<file path="src/rtl/uart_alu_pkg.sv">
// Shared types and constants for the UART packet controller and alu32.
package uart_alu_pkg;

  typedef enum logic [1:0] {
    OP_ADD = 2'd0,
    OP_MUL = 2'd1,
    OP_DIV = 2'd2
  } opcode_e;

  typedef enum logic [2:0] {
    ST_HDR,
    ST_LOAD_A,
    ST_LOAD_B,
    ST_ISSUE,
    ST_WAIT,
    ST_TX,
    ST_DRAIN
  } state_e;

  localparam int unsigned HDR_LEN   = 4;
  localparam int unsigned OPERAND_W = 32;

endpackage

</file>
<file path="src/rtl/byte_serializer.sv">
// Loads a 64-bit word and emits its low 4 or 8 bytes LSB first over valid/ready.
module byte_serializer (
  input  logic        clk_i,
  input  logic        reset_ni,
  input  logic        load_i,
  input  logic [63:0] data_i,
  input  logic        len8_i,
  output logic [7:0]  tx_data_o,
  output logic        tx_valid_o,
  input  logic        tx_ready_i,
  output logic        done_o
);

  logic [63:0] shift_q, shift_d;
  logic [3:0]  cnt_q, cnt_d;

  assign tx_valid_o = (cnt_q != 4'd0);
  assign tx_data_o  = shift_q[7:0];
  assign done_o     = tx_valid_o & tx_ready_i & (cnt_q == 4'd1);

  // Load a new word, or shift out one byte per accepted transfer.
  always_comb begin
    shift_d = shift_q;
    cnt_d   = cnt_q;
    if (load_i) begin
      shift_d = data_i;
      cnt_d   = len8_i ? 4'd8 : 4'd4;
    end else if (tx_valid_o && tx_ready_i) begin
      shift_d = {8'h00, shift_q[63:8]};
      cnt_d   = cnt_q - 4'd1;
    end
  end

  // Shift register and remaining-byte counter.
  always_ff @(posedge clk_i or negedge reset_ni) begin
    if (!reset_ni) begin
      shift_q <= '0;
      cnt_q   <= '0;
    end else begin
      shift_q <= shift_d;
      cnt_q   <= cnt_d;
    end
  end

endmodule

</file>
<file path="src/rtl/uart_alu_ctrl.sv">
// Parses command packets from the RX byte stream, sequences alu32 operations
// (feeding the running result back as operand A) and returns the result on TX.
module uart_alu_ctrl
  import uart_alu_pkg::*;
#(
  parameter logic [7:0] OpAddByte = 8'hA0,
  parameter logic [7:0] OpMulByte = 8'hB2,
  parameter logic [7:0] OpDivByte = 8'hD1
) (
  input  logic        clk_i,
  input  logic        reset_ni,
  input  logic [7:0]  rx_data_i,
  input  logic        rx_valid_i,
  output logic        rx_ready_o,
  output logic [7:0]  tx_data_o,
  output logic        tx_valid_o,
  input  logic        tx_ready_i,
  output logic        alu_valid_o,
  input  logic        alu_ready_i,
  output logic [1:0]  alu_opcode_o,
  output logic [31:0] alu_operand_a_o,
  output logic [31:0] alu_operand_b_o,
  input  logic [63:0] alu_result_i,
  input  logic        alu_valid_i,
  output logic        alu_ready_o
);

  state_e      state_q, state_d;
  logic [1:0]  byte_cnt_q, byte_cnt_d;
  logic [7:0]  hdr_op_q, hdr_op_d;
  logic [7:0]  len_lo_q, len_lo_d;
  opcode_e     op_q, op_d;
  logic [13:0] rem_q, rem_d;
  logic [15:0] drain_q, drain_d;
  logic [OPERAND_W-1:0] a_q, a_d;
  logic [OPERAND_W-1:0] b_q, b_d;

  logic        rx_fire;
  logic [15:0] len_w;
  logic        hdr_known;
  opcode_e     hdr_opcode;
  logic        hdr_ok;
  logic        ser_load;
  logic        ser_done;

  // Reset gating keeps rx_ready_o low for the whole time reset is held.
  assign rx_ready_o = reset_ni & (state_q inside {ST_HDR, ST_LOAD_A, ST_LOAD_B, ST_DRAIN});
  assign rx_fire    = rx_valid_i & rx_ready_o;
  assign len_w      = {rx_data_i, len_lo_q};

  assign alu_valid_o     = (state_q == ST_ISSUE);
  assign alu_ready_o     = (state_q == ST_WAIT);
  assign alu_opcode_o    = op_q;
  assign alu_operand_a_o = a_q;
  assign alu_operand_b_o = b_q;

  // Map the packet opcode byte onto the ALU opcode.
  always_comb begin
    hdr_known  = 1'b1;
    hdr_opcode = OP_ADD;
    if (hdr_op_q == OpAddByte) begin
      hdr_opcode = OP_ADD;
    end else if (hdr_op_q == OpMulByte) begin
      hdr_opcode = OP_MUL;
    end else if (hdr_op_q == OpDivByte) begin
      hdr_opcode = OP_DIV;
    end else begin
      hdr_known = 1'b0;
    end
    hdr_ok = hdr_known && (len_w >= 16'd12) && (len_w[1:0] == 2'b00)
             && ((hdr_opcode != OP_DIV) || (len_w == 16'd12));
  end

  // Packet sequencing: next state, operand assembly and result hand-off.
  always_comb begin
    state_d    = state_q;
    byte_cnt_d = byte_cnt_q;
    hdr_op_d   = hdr_op_q;
    len_lo_d   = len_lo_q;
    op_d       = op_q;
    rem_d      = rem_q;
    drain_d    = drain_q;
    a_d        = a_q;
    b_d        = b_q;
    ser_load   = 1'b0;
    case (state_q)
      ST_HDR: begin
        if (rx_fire) begin
          byte_cnt_d = byte_cnt_q + 2'd1;
          case (byte_cnt_q)
            2'd0: hdr_op_d = rx_data_i;
            2'd2: len_lo_d = rx_data_i;
            2'd3: begin
              if (hdr_ok) begin
                op_d    = hdr_opcode;
                // Number of B operands still to come after A.
                rem_d   = len_w[15:2] - 14'd2;
                state_d = ST_LOAD_A;
              end else if (len_w > 16'(HDR_LEN)) begin
                drain_d = len_w - 16'(HDR_LEN);
                state_d = ST_DRAIN;
              end
            end
            default: ;
          endcase
        end
      end
      ST_LOAD_A: begin
        if (rx_fire) begin
          a_d        = {rx_data_i, a_q[31:8]};
          byte_cnt_d = byte_cnt_q + 2'd1;
          if (byte_cnt_q == 2'd3) state_d = ST_LOAD_B;
        end
      end
      ST_LOAD_B: begin
        if (rx_fire) begin
          b_d        = {rx_data_i, b_q[31:8]};
          byte_cnt_d = byte_cnt_q + 2'd1;
          if (byte_cnt_q == 2'd3) state_d = ST_ISSUE;
        end
      end
      ST_ISSUE: begin
        if (alu_ready_i) state_d = ST_WAIT;
      end
      ST_WAIT: begin
        if (alu_valid_i) begin
          if (rem_q > 14'd1) begin
            rem_d   = rem_q - 14'd1;
            a_d     = alu_result_i[31:0];
            state_d = ST_LOAD_B;
          end else begin
            ser_load = 1'b1;
            state_d  = ST_TX;
          end
        end
      end
      ST_TX: begin
        if (ser_done) state_d = ST_HDR;
      end
      ST_DRAIN: begin
        if (rx_fire) begin
          drain_d = drain_q - 16'd1;
          if (drain_q == 16'd1) state_d = ST_HDR;
        end
      end
      default: state_d = ST_HDR;
    endcase
  end

  // Controller state and datapath registers.
  always_ff @(posedge clk_i or negedge reset_ni) begin
    if (!reset_ni) begin
      state_q    <= ST_HDR;
      byte_cnt_q <= '0;
      hdr_op_q   <= '0;
      len_lo_q   <= '0;
      op_q       <= OP_ADD;
      rem_q      <= '0;
      drain_q    <= '0;
      a_q        <= '0;
      b_q        <= '0;
    end else begin
      state_q    <= state_d;
      byte_cnt_q <= byte_cnt_d;
      hdr_op_q   <= hdr_op_d;
      len_lo_q   <= len_lo_d;
      op_q       <= op_d;
      rem_q      <= rem_d;
      drain_q    <= drain_d;
      a_q        <= a_d;
      b_q        <= b_d;
    end
  end

  byte_serializer u_ser (
    .clk_i      (clk_i),
    .reset_ni   (reset_ni),
    .load_i     (ser_load),
    .data_i     (alu_result_i),
    .len8_i     (op_q == OP_DIV),
    .tx_data_o  (tx_data_o),
    .tx_valid_o (tx_valid_o),
    .tx_ready_i (tx_ready_i),
    .done_o     (ser_done)
  );

endmodule

</file>
<file path="config.mk">
export PLATFORM = sky130hd
export DESIGN_NAME = uart_alu_ctrl
export DESIGN_NICKNAME = d
export VERILOG_FILES = /design/src/rtl/uart_alu_pkg.sv /design/src/rtl/byte_serializer.sv /design/src/rtl/uart_alu_ctrl.sv
export SDC_FILE = /design/constraint.sdc
export NUM_CORES = 1
export LEC_CHECK = 0
export CAP_MARGIN = 20
export CORE_MARGIN = 2
export CORE_UTILIZATION = 54
export CTS_CLUSTER_SIZE = 12
export DETAILED_ROUTE_END_ITERATION = 10
export PLACE_DENSITY = 0.85
export SLEW_MARGIN = 25
export SYNTH_ARGS = -nofsm -noshare
export SYNTH_HDL_FRONTEND = slang
export SYNTH_SLANG_ARGS = --single-unit
</file>
<file path="constraint.sdc">
create_clock -name clk_i -period 2.7 [get_ports clk_i]
set_input_delay 0.27 -clock clk_i [delete_from_list [all_inputs] [get_ports clk_i]]
set_output_delay 0.27 -clock clk_i [all_outputs]
set_load 0.005 [all_outputs]
</file>
Yosys cells after proc, flatten, opt, wreduce, memory -nomap -nowiden
Index checks and enable logic that the tools add are counted.
- register bits after elaboration: 185
- latch bits: 0
- memory bits (writable): 0
- bits in read-only memories: 0
- bits of input ports: 78
- output and inout bits: 78
- memories kept: 0
- add/sub/neg operators: 6
- $mul: 0
- divide/modulo/power cells: 0
- order comparisons: 3
- equality and inequality tests: 32
- shifts and indexed selects: 0
- muxes and demuxes: 45
- bitwise operators: 4
- reductions and logical operators: 24
- operators with widths (cell ; number):
    64-bit 2-to-1 mux ; 2
    32-bit 2-to-1 mux ; 3
    16-bit 2-to-1 mux ; 5
    14-bit 2-to-1 mux ; 5
    32-bit case mux with 2 select lines ; 1
    3-bit 2-to-1 mux ; 14
    16-bit case mux with 2 select lines ; 1
    14-bit case mux with 2 select lines ; 1
    8-bit == test (second input constant) ; 3
    3-bit case mux with 7 select lines ; 1
    2-bit inequality test (second input constant) ; 9
    16-bit by 1-bit == test with 1-bit output (second input constant) ; 1
    16-bit by 4-bit == test with 1-bit output (second input constant) ; 1
    16-bit by 4-bit greater-or-equal comparator with 1-bit output (second input constant) ; 1
    16-bit by 3-bit greater-than comparator with 1-bit output (second input constant) ; 1
    16-bit by 1-bit subtractor with 16-bit output (second input constant) ; 1
    16-bit by 3-bit subtractor with 16-bit output (second input constant) ; 1
    14-bit by 1-bit greater-than comparator with 1-bit output (second input constant) ; 1
    2-bit by 1-bit inequality test with 1-bit output (second input constant) ; 7
    14-bit by 1-bit subtractor with 14-bit output (second input constant) ; 1
    14-bit by 2-bit subtractor with 14-bit output (second input constant) ; 1
    4-bit 2-to-1 mux ; 3
    12-bit AND reduction ; 1
    6-bit AND reduction ; 2
    other kinds (21) ; 47

Longest topological paths before layout
Gate-level depths: netlist of the first run.
- depth in word-level cells: 11
- depth in mapped cells: 10

Modules after synthesis
Synthesis of the first run repeated with hierarchy kept, for this count alone.
- cell total of the unflattened synthesis: 1083
- area, all modules: 9974.6 µm²
- modules (own cells, without submodules) (module ; instances ; cells each ; area an instance (µm²) ; seq. area each (µm²)):
    uart_alu_ctrl ; 1 ; 694 ; 6409.9 ; 2927.8
    byte_serializer ; 1 ; 389 ; 3564.7 ; 1701.6

Worst setup path before layout of the first run
OpenSTA, ideal clock, no wires.
- path kind: reg-to-reg
- start: reg len_lo_q[6]
- end: reg rem_q[3]
- setup time: 0.121 ns
- arrival time: 1.995 ns
- setup slack: 0.584 ns
- stages on the path, launching flop included: 8
- clock period less this slack: 2.116 ns
- cell sequence: dfrtp_1 nor4_4 nand4_2 o21a_1 a21o_1 and2_4 buf_6 a22o_1
- longest elaborated chain between the ends: 6
- RTL lines (what ; line ; text):
    from (decl) ; uart_alu_ctrl.sv:31 ; logic [7:0] len_lo_q, len_lo_d;
    from (signal assigned) ; uart_alu_ctrl.sv:166 ; len_lo_q <= len_lo_d;
    16-bit by 4-bit greater-or-equal comparator with 1-bit output ; uart_alu_ctrl.sv:70 ; hdr_ok = hdr_known && (len_w >= 16'd12) && (len_w[1:0] == 2'b00)
    1-bit logical AND (2 in series) ; uart_alu_ctrl.sv:70 ;
    1-bit logical AND (*) ; uart_alu_ctrl.sv:71 ; && ((hdr_opcode != OP_DIV) || (len_w == 16'd12));
    2-bit inequality test (no source line) (*) ; -- ;
    6-bit AND reduction (no source line) (*) ; -- ;
    to (signal assigned) ; uart_alu_ctrl.sv:168 ; rem_q <= rem_d;
    to (decl) ; uart_alu_ctrl.sv:33 ; logic [13:0] rem_q, rem_d;
Every way passes the cells marked *; elsewhere a longest branch is shown, timed or not.
A chain may end at the register's enable or synchronous reset.

Worst setup path after layout of the first run
- start: reg state_q[1]
- end: out alu_ready_o
- longest elaborated chain between the ends: 1
- RTL lines (what ; line ; text):
    from (decl) ; uart_alu_ctrl.sv:28 ; state_e state_q, state_d;
    from (signal assigned) ; uart_alu_ctrl.sv:163 ; state_q <= state_d;
    3-bit == test ; uart_alu_ctrl.sv:52 ; assign alu_ready_o = (state_q == ST_WAIT);
    to (decl) ; uart_alu_ctrl.sv:25 ; output logic alu_ready_o
Every way passes these cells.

==> impl_metrics.ini, run 1 <==
[floorplan]
dieArea_sq_um = 18600
initial_core_util_pct = 55.0
fp.dieH_um = 136
rows = 48
die_x_um = 136
coreArea_sq_um = 17200
io_pins = 156

[setup_path]
cp-end-kind = primary output
cpPeakStageDelay_ps = 560
crit_chain = nor2_1 -> nand2_1 -> buf_4 -> inv_1 -> clkdlybuf4s50_1
cp.arrival_ps = 2180
startpoint_type = register
crit_required_ps = 2430
worstSetupPathType = register to primary output
cp_num_buf_inv = 3
critPathSlowestCell = dfrtp_1
crit_path_start = state_q[1]$_DFFE_PN0P_
cp_max_fo = 16
r2r-start = state_q[1]$_DFFE_PN0P_
critical_path.top_delay_family = buffers and inverters

[logic_synthesis]
ys_seq_area_share_pct = 49.0
syn_area_per_cell_sq_um = 9.51
syn-cell-area_sq_um = 9440
synth_warnings = 0
synth_edf_count = 0
synthArstFlopShare_pct = 100
ys.flop_type = dfrtp_1
synth_cells = 993
synth_seq_cells = 185
synth_cell_types = 61
yosysTopAreaCell = dfrtp_1
synth_area_leaders = dfrtp_1 49%, nand2_1 7.1%, mux2i_1 6.3%
syn_nets = 1085
yosysTopAreaCellShare_pct = 49.0

[global_routing]
grt_max_degree = 163
grt_pass1_vias = 7630
grt_use_met1_pct = 34.8
grt_pass1_wl_mm = 39.2
antenna_found_initial = 1
top_usage_layer = met2
grt_use_total_pct = 27.3
grt-ovfl-total = 0
grtUsageMet3_pct = 5.29
use_met2_pct = 46.5

[placement]
placed_cell_area_sq_um = 11300
portBuffers = 155
post-place-ws_ps = 66.2
dpl.hpwl_mm = 17.5
place_congestion = 0.883

[sta]
min_period_ps = 2450
slew_headroom_pct = 33.7
max_freq_ghz = 0.408
drv_slew = 0
tightest_slew_ps = 995
final_hold_viol_count = 0
setup_tns_ps = 0
report.final.setup_viol = 0
post-route-period-util_pct = 90.7
worst_clock_skew_ps = 11.5
fin_ws_ps = 250
rsz0062_at_grt = no

[layout]
design_area_sq_um = 11800
drive_gt1_share_pct = 11.2
final_util_pct = 69.0
area_growth_pct = 25.5
nets = 1216

[clock_network]
cts.sinks = 185
clk_pin_slew_worst_paths_ps = 70
root_buffer = clkbuf_16
cts_tree = built
htree_levels = 4
cts_max_path_buffers = 2
clk_latency_ps = 450
numCtsBuffers = 17

[power_and_ir_drop]
max-vdd-ir-drop_v = 0.000542
swShare_pct = 34.6
p_switching_mw = 3.77
power_leakage_nw = 5.18
clock_power_share_pct = 22.5
combPwrFrac_pct = 37.5
power_density_nw_per_um2 = 919
p_int_mw = 7.12
seqPwrFrac_pct = 40.0

[route]
ant_nets = 0
firstDrtPassIters = 5
via_per_inst = 5.80
wl_mm = 24.9
vias = 7907
wl_per_cell_um = 18.2
drc_errors = 0
drtIter0Drc = 719

[min_path]
min_path_type = input port to asynchronous set/reset pin

[outcome]
status = finished clean

[run]
maxCapViolCount = 0
-- layer usage --
layer / vias to the layer above / wire [um]
li1: 3734 / -
met1: 3835 / 10100
met2: 297 / 12500
met3: 41 / 1600
met4: 0 / 617
met5: - / 0
-- final timing paths --
check / end / slack [ps] / depth (start not counted)
max: alu_ready_o / 250 / 5
min: alu_opcode_o[0]$_DFFE_PN0P_ / 360 / 2
max reg2reg: drain_q[2]$_DFFE_PN0P_ / 400 / 5
min reg2reg: u_ser.shift_q[60]$_DFFE_PN0P_ / 490 / 2
max in group asynchronous: drain_q[3]$_DFFE_PN0P_ / 1110 / 3
min in group clk_i: u_ser.shift_q[61]$_DFFE_PN0P_ / 360 / 3
-- synthesized netlist by cell type (3+ instances only) --
cell type  count
dfrtp_1      185
nand2_1      178
o21ai_0       93
nor2_1        75
mux2i_1       59
mux2_2        51
a31oi_1       45
clkbuf_1      45
a21oi_1       32
nand3_1       30
nor3_1        20
xnor2_1       19
inv_1         18
buf_2         14
ha_1          14
buf_4          9
xor2_1         8
nand4_1        7
nor4_1         7
o211ai_1       6
buf_1          5
and3_1         4
nand2b_1       4
nor3b_1        4
o21a_1         4
o22ai_1        4
o31ai_1        4
a22oi_1        3
and2_1         3
o22a_1         3
o32ai_1        3
or3_1          3
-- metrics by stage --
step                hold slack (ps)  cells  total power [mW]
floorplan                     -25.6    993              6.49
global placement                171   1329              8.24
detailed placement              172   1329              8.43
CTS                             359   1362              10.9
global route                    376   1363              11.5
finish                          361   1364              10.9
-- cell type report --
cell class / count / area (sq um)
diodes: 2 / 5.00
clock buffers: 18 / 429
clock inverters: 14 / 138
fillers: 1277 / 5330
inverters: 18 / 67.6
multi-input cells: 716 / 4430
flip-flops and latches: 185 / 4630
well taps: 225 / 282
repair buffers: 186 / 1870
-- flip-flops by register name (all words and copies together), names as in the netlist --
register	cells
u_ser.shift_q	64
len_lo_q	8
drain_q	16
alu_opcode_o	2
rem_q	14
alu_operand_b_o	32
state_q	3
byte_cnt_q	2
u_ser.cnt_q	4
alu_operand_a_o	32
hdr_op_q	8
-- timing repair --
item / in CTS / in global routing
endpoints found under the hold margin: 23 / 0
setup buffers: 0 / 0
resized for setup: 0 / 1
endpoints found under the setup margin: 0 / 1
hold buffers: 1 / 0
-- power by group through the flow --
stage          Sequential, mW  Clock (mW)  Combinational (mW)
2_1_floorplan            4.23           0                2.27
6_report                 4.36        2.45                4.08
3_5_place_dp             4.39           0                4.04
4_1_cts                  4.34        2.47                4.08
3_3_place_gp             4.33           0                3.91
5_1_grt                  4.46        2.58                4.48
-- layout by cell type, fill, tap and decap left out, types with 6 or more instances in the layout --
cell type / count
nand3_1: 30
xnor2_1: 19
ha_1: 14
a31oi_1: 45
nand4_1: 7
buf_12: 6
o211ai_1: 6
clkbuf_16: 17
xor2_1: 8
mux2i_1: 59
buf_4: 24
dfrtp_1: 185
clkdlybuf4s50_1: 154
nand2_1: 177
nor3_1: 19
a21oi_1: 31
mux2_2: 51
nor2_1: 75
nor4_1: 7
o21ai_0: 93
inv_1: 18
-- cell families (layout without fill, tap and decap cells) --
kind of cell / after synthesis / in the layout / synth area share [%]
multiplexers: 110 / 110 / 12.3
flip-flops: 185 / 185 / 49.0
XOR/XNOR: 27 / 27 / 2.51
other: 0 / 2 / 0
AND/OR/NAND/NOR: 347 / 347 / 16.1
adder cells (fa/ha/maj): 14 / 14 / 1.86
AO/OA/AOI/OAI: 218 / 218 / 13.8
buffers and inverters: 92 / 236 / 4.28
Power figures use the tool's default switching activity.
==> run 2, diff against run 1 <==
--- a/config.mk
+++ b/config.mk
@@ -5,7 +5,7 @@
 export SDC_FILE = /design/constraint.sdc
 export NUM_CORES = 1
 export LEC_CHECK = 0
-export CAP_MARGIN = 20
+export CAP_MARGIN = 40
 export CORE_MARGIN = 2
 export CORE_UTILIZATION = 54
 export CTS_CLUSTER_SIZE = 12
==> results of run 2 <==
Same layout as run 1: the final DEF is identical, and so are final timing and power.
==> run 3, diff against run 2 <==
--- a/config.mk
+++ b/config.mk
@@ -10,6 +10,7 @@
 export CORE_UTILIZATION = 54
 export CTS_CLUSTER_SIZE = 12
 export DETAILED_ROUTE_END_ITERATION = 10
+export GPL_ROUTABILITY_DRIVEN = 0
 export PLACE_DENSITY = 0.85
 export SLEW_MARGIN = 25
 export SYNTH_ARGS = -nofsm -noshare
==> impl_metrics.ini, run 3 (synthesis gave the netlist of run 1 again) <==
[outcome]
status = finished clean

[placement]
portBuffers = 155
post-place-ws_ps = 147
dpl.hpwl_mm = 17.0

[setup_path]
worstSetupPathType = register to primary output
critical_path.top_delay_family = buffers and inverters
crit_chain = nor2_1 -> nand2_1 -> inv_1 -> buf_4 -> clkdlybuf4s50_1
crit_required_ps = 2430
cp_max_fo = 16
cp-end-kind = primary output
cp.arrival_ps = 2280
startpoint_type = register
cp_num_buf_inv = 3
critPathSlowestCell = dfrtp_1
cpPeakStageDelay_ps = 570

[sta]
tightest_slew_ps = 894
setup_tns_ps = 0
drv_slew = 0
final_hold_viol_count = 0
report.final.setup_viol = 0
fin_ws_ps = 153
rsz0062_at_grt = no
post-route-period-util_pct = 94.3
min_period_ps = 2550
slew_headroom_pct = 40.4
worst_clock_skew_ps = 10.9
max_freq_ghz = 0.393

[clock_network]
htree_levels = 4
clk_latency_ps = 440
cts_hold_buf = 1
clk_pin_slew_worst_paths_ps = 70
cts_tree = built
cts_setup_buffers = 0
cts_resized = 0
cts.sinks = 185
numCtsBuffers = 17
cts_max_path_buffers = 2
root_buffer = clkbuf_16

[route]
vias = 8008
drc_errors = 0
firstDrtPassIters = 4
drtIter0Drc = 725
wl_per_cell_um = 18.4
ant_nets = 0
wl_mm = 25.0
via_per_inst = 5.88

[layout]
largest_reg_flops = 64
drive_gt1_share_pct = 11.0
nFillCells = 1271
final_cell_mix = 185 x dfrtp_1, 177 x nand2_1, 154 x clkdlybuf4s50_1
nets = 1214
final_util_pct = 69.1
area_growth_pct = 25.8
layout_commonest_cell = dfrtp_1
top_register = u_ser.shift_q

[run]
maxCapViolCount = 0

[floorplan]
die_x_um = 136
io_pins = 156
initial_core_util_pct = 55.0
coreArea_sq_um = 17200
fp.dieH_um = 136
rows = 48
dieArea_sq_um = 18600

[power_and_ir_drop]
power_density_nw_per_um2 = 933
power.total_mw = 11.1
max-vdd-ir-drop_v = 0.000584
power_leakage_nw = 5.18

[global_routing]
grt-ovfl-total = 0
grt_pass1_vias = 7662
antenna_found_initial = 4
grt_max_degree = 172
grt_pass1_wl_mm = 39.4
grt_use_total_pct = 27.4

[min_path]
min_path_type = input port to asynchronous set/reset pin
==> run 3: cell types whose count changed in the layout (fill, tap and decap cells not counted), moves of 2 or more <==
cell,before,now
inv_6,4,1
bufinv_16,1,3
clkinvlp_4,3,6
clkinv_2,2,0
==> run 3: layout make-up <==
cell class | count | area [sq um] | share of cell area, %
timing repair buffer | 184 | 1840 | 15.5
clock buffer | 18 | 439 | 3.70
sequential | 185 | 4630 | 39.0
clock inverter | 14 | 186 | 1.57
inverter | 18 | 67.6 | 0.569
tap | 225 | 282 | 2.37
antenna | 1 | 2.50 | 0.0211
multi-input combinational | 716 | 4430 | 37.3
==> run 3: where the power goes <==
group	switching [mW]	total, mW	internal, mW
clock network	1.17	2.67	1.50
registers	0.770	4.35	3.58
logic	1.83	4.05	2.22
total	3.76	11.1	7.31
==> run 3: worst reg2reg max path, cell delays in order, from the launching register on <==
cell and delay (ps):
dfrtp_1 420, nor4_1 420, nand2_1 250, nor3_1 420, nand2_1 350, or3_1 440
o21a_1 130
==> run 3: worst paths after layout <==
kind | slack, ps | to | cells past startpoint | from
worst max-delay path | 150 | alu_ready_o | 5 | state_q[1]$_DFFE_PN0P_
worst min-delay path | 340 | hdr_op_q[3]$_DFFE_PN0P_ | 2 | reset_ni
worst max register to register | 160 | u_ser.cnt_q[2]$_DFFE_PN0P_ | 6 | rem_q[10]$_DFFE_PN0P_
worst min register to register | 500 | u_ser.shift_q[57]$_DFFE_PN0P_ | 2 | u_ser.shift_q[57]$_DFFE_PN0P_
max in group asynchronous | 1260 | u_ser.cnt_q[0]$_DFFE_PN0P_ | 3 | reset_ni
min in group clk_i | 360 | u_ser.shift_q[61]$_DFFE_PN0P_ | 3 | alu_result_i[61]
==> run 3: stage by stage <==
step / hold slack, ps / instance area, sq um / instances
final: 337 / 11900 / 1361
after global routing: 348 / 11900 / 1361
after CTS: 329 / 11900 / 1360
after floorplan: -25.6 / 9440 / 993
after detailed placement: 137 / 11200 / 1327
after global placement: 136 / 11200 / 1327
==> run 3: metal layers <==
| metal | GRT usage (%) | routed length, um |
|---|---|---|
| met4 | 9.43 | 727 |
| met3 | 6.56 | 1770 |
| met5 | 0 | 26 |
| met2 | 45.0 | 12300 |
| met1 | 35.6 | 10100 |
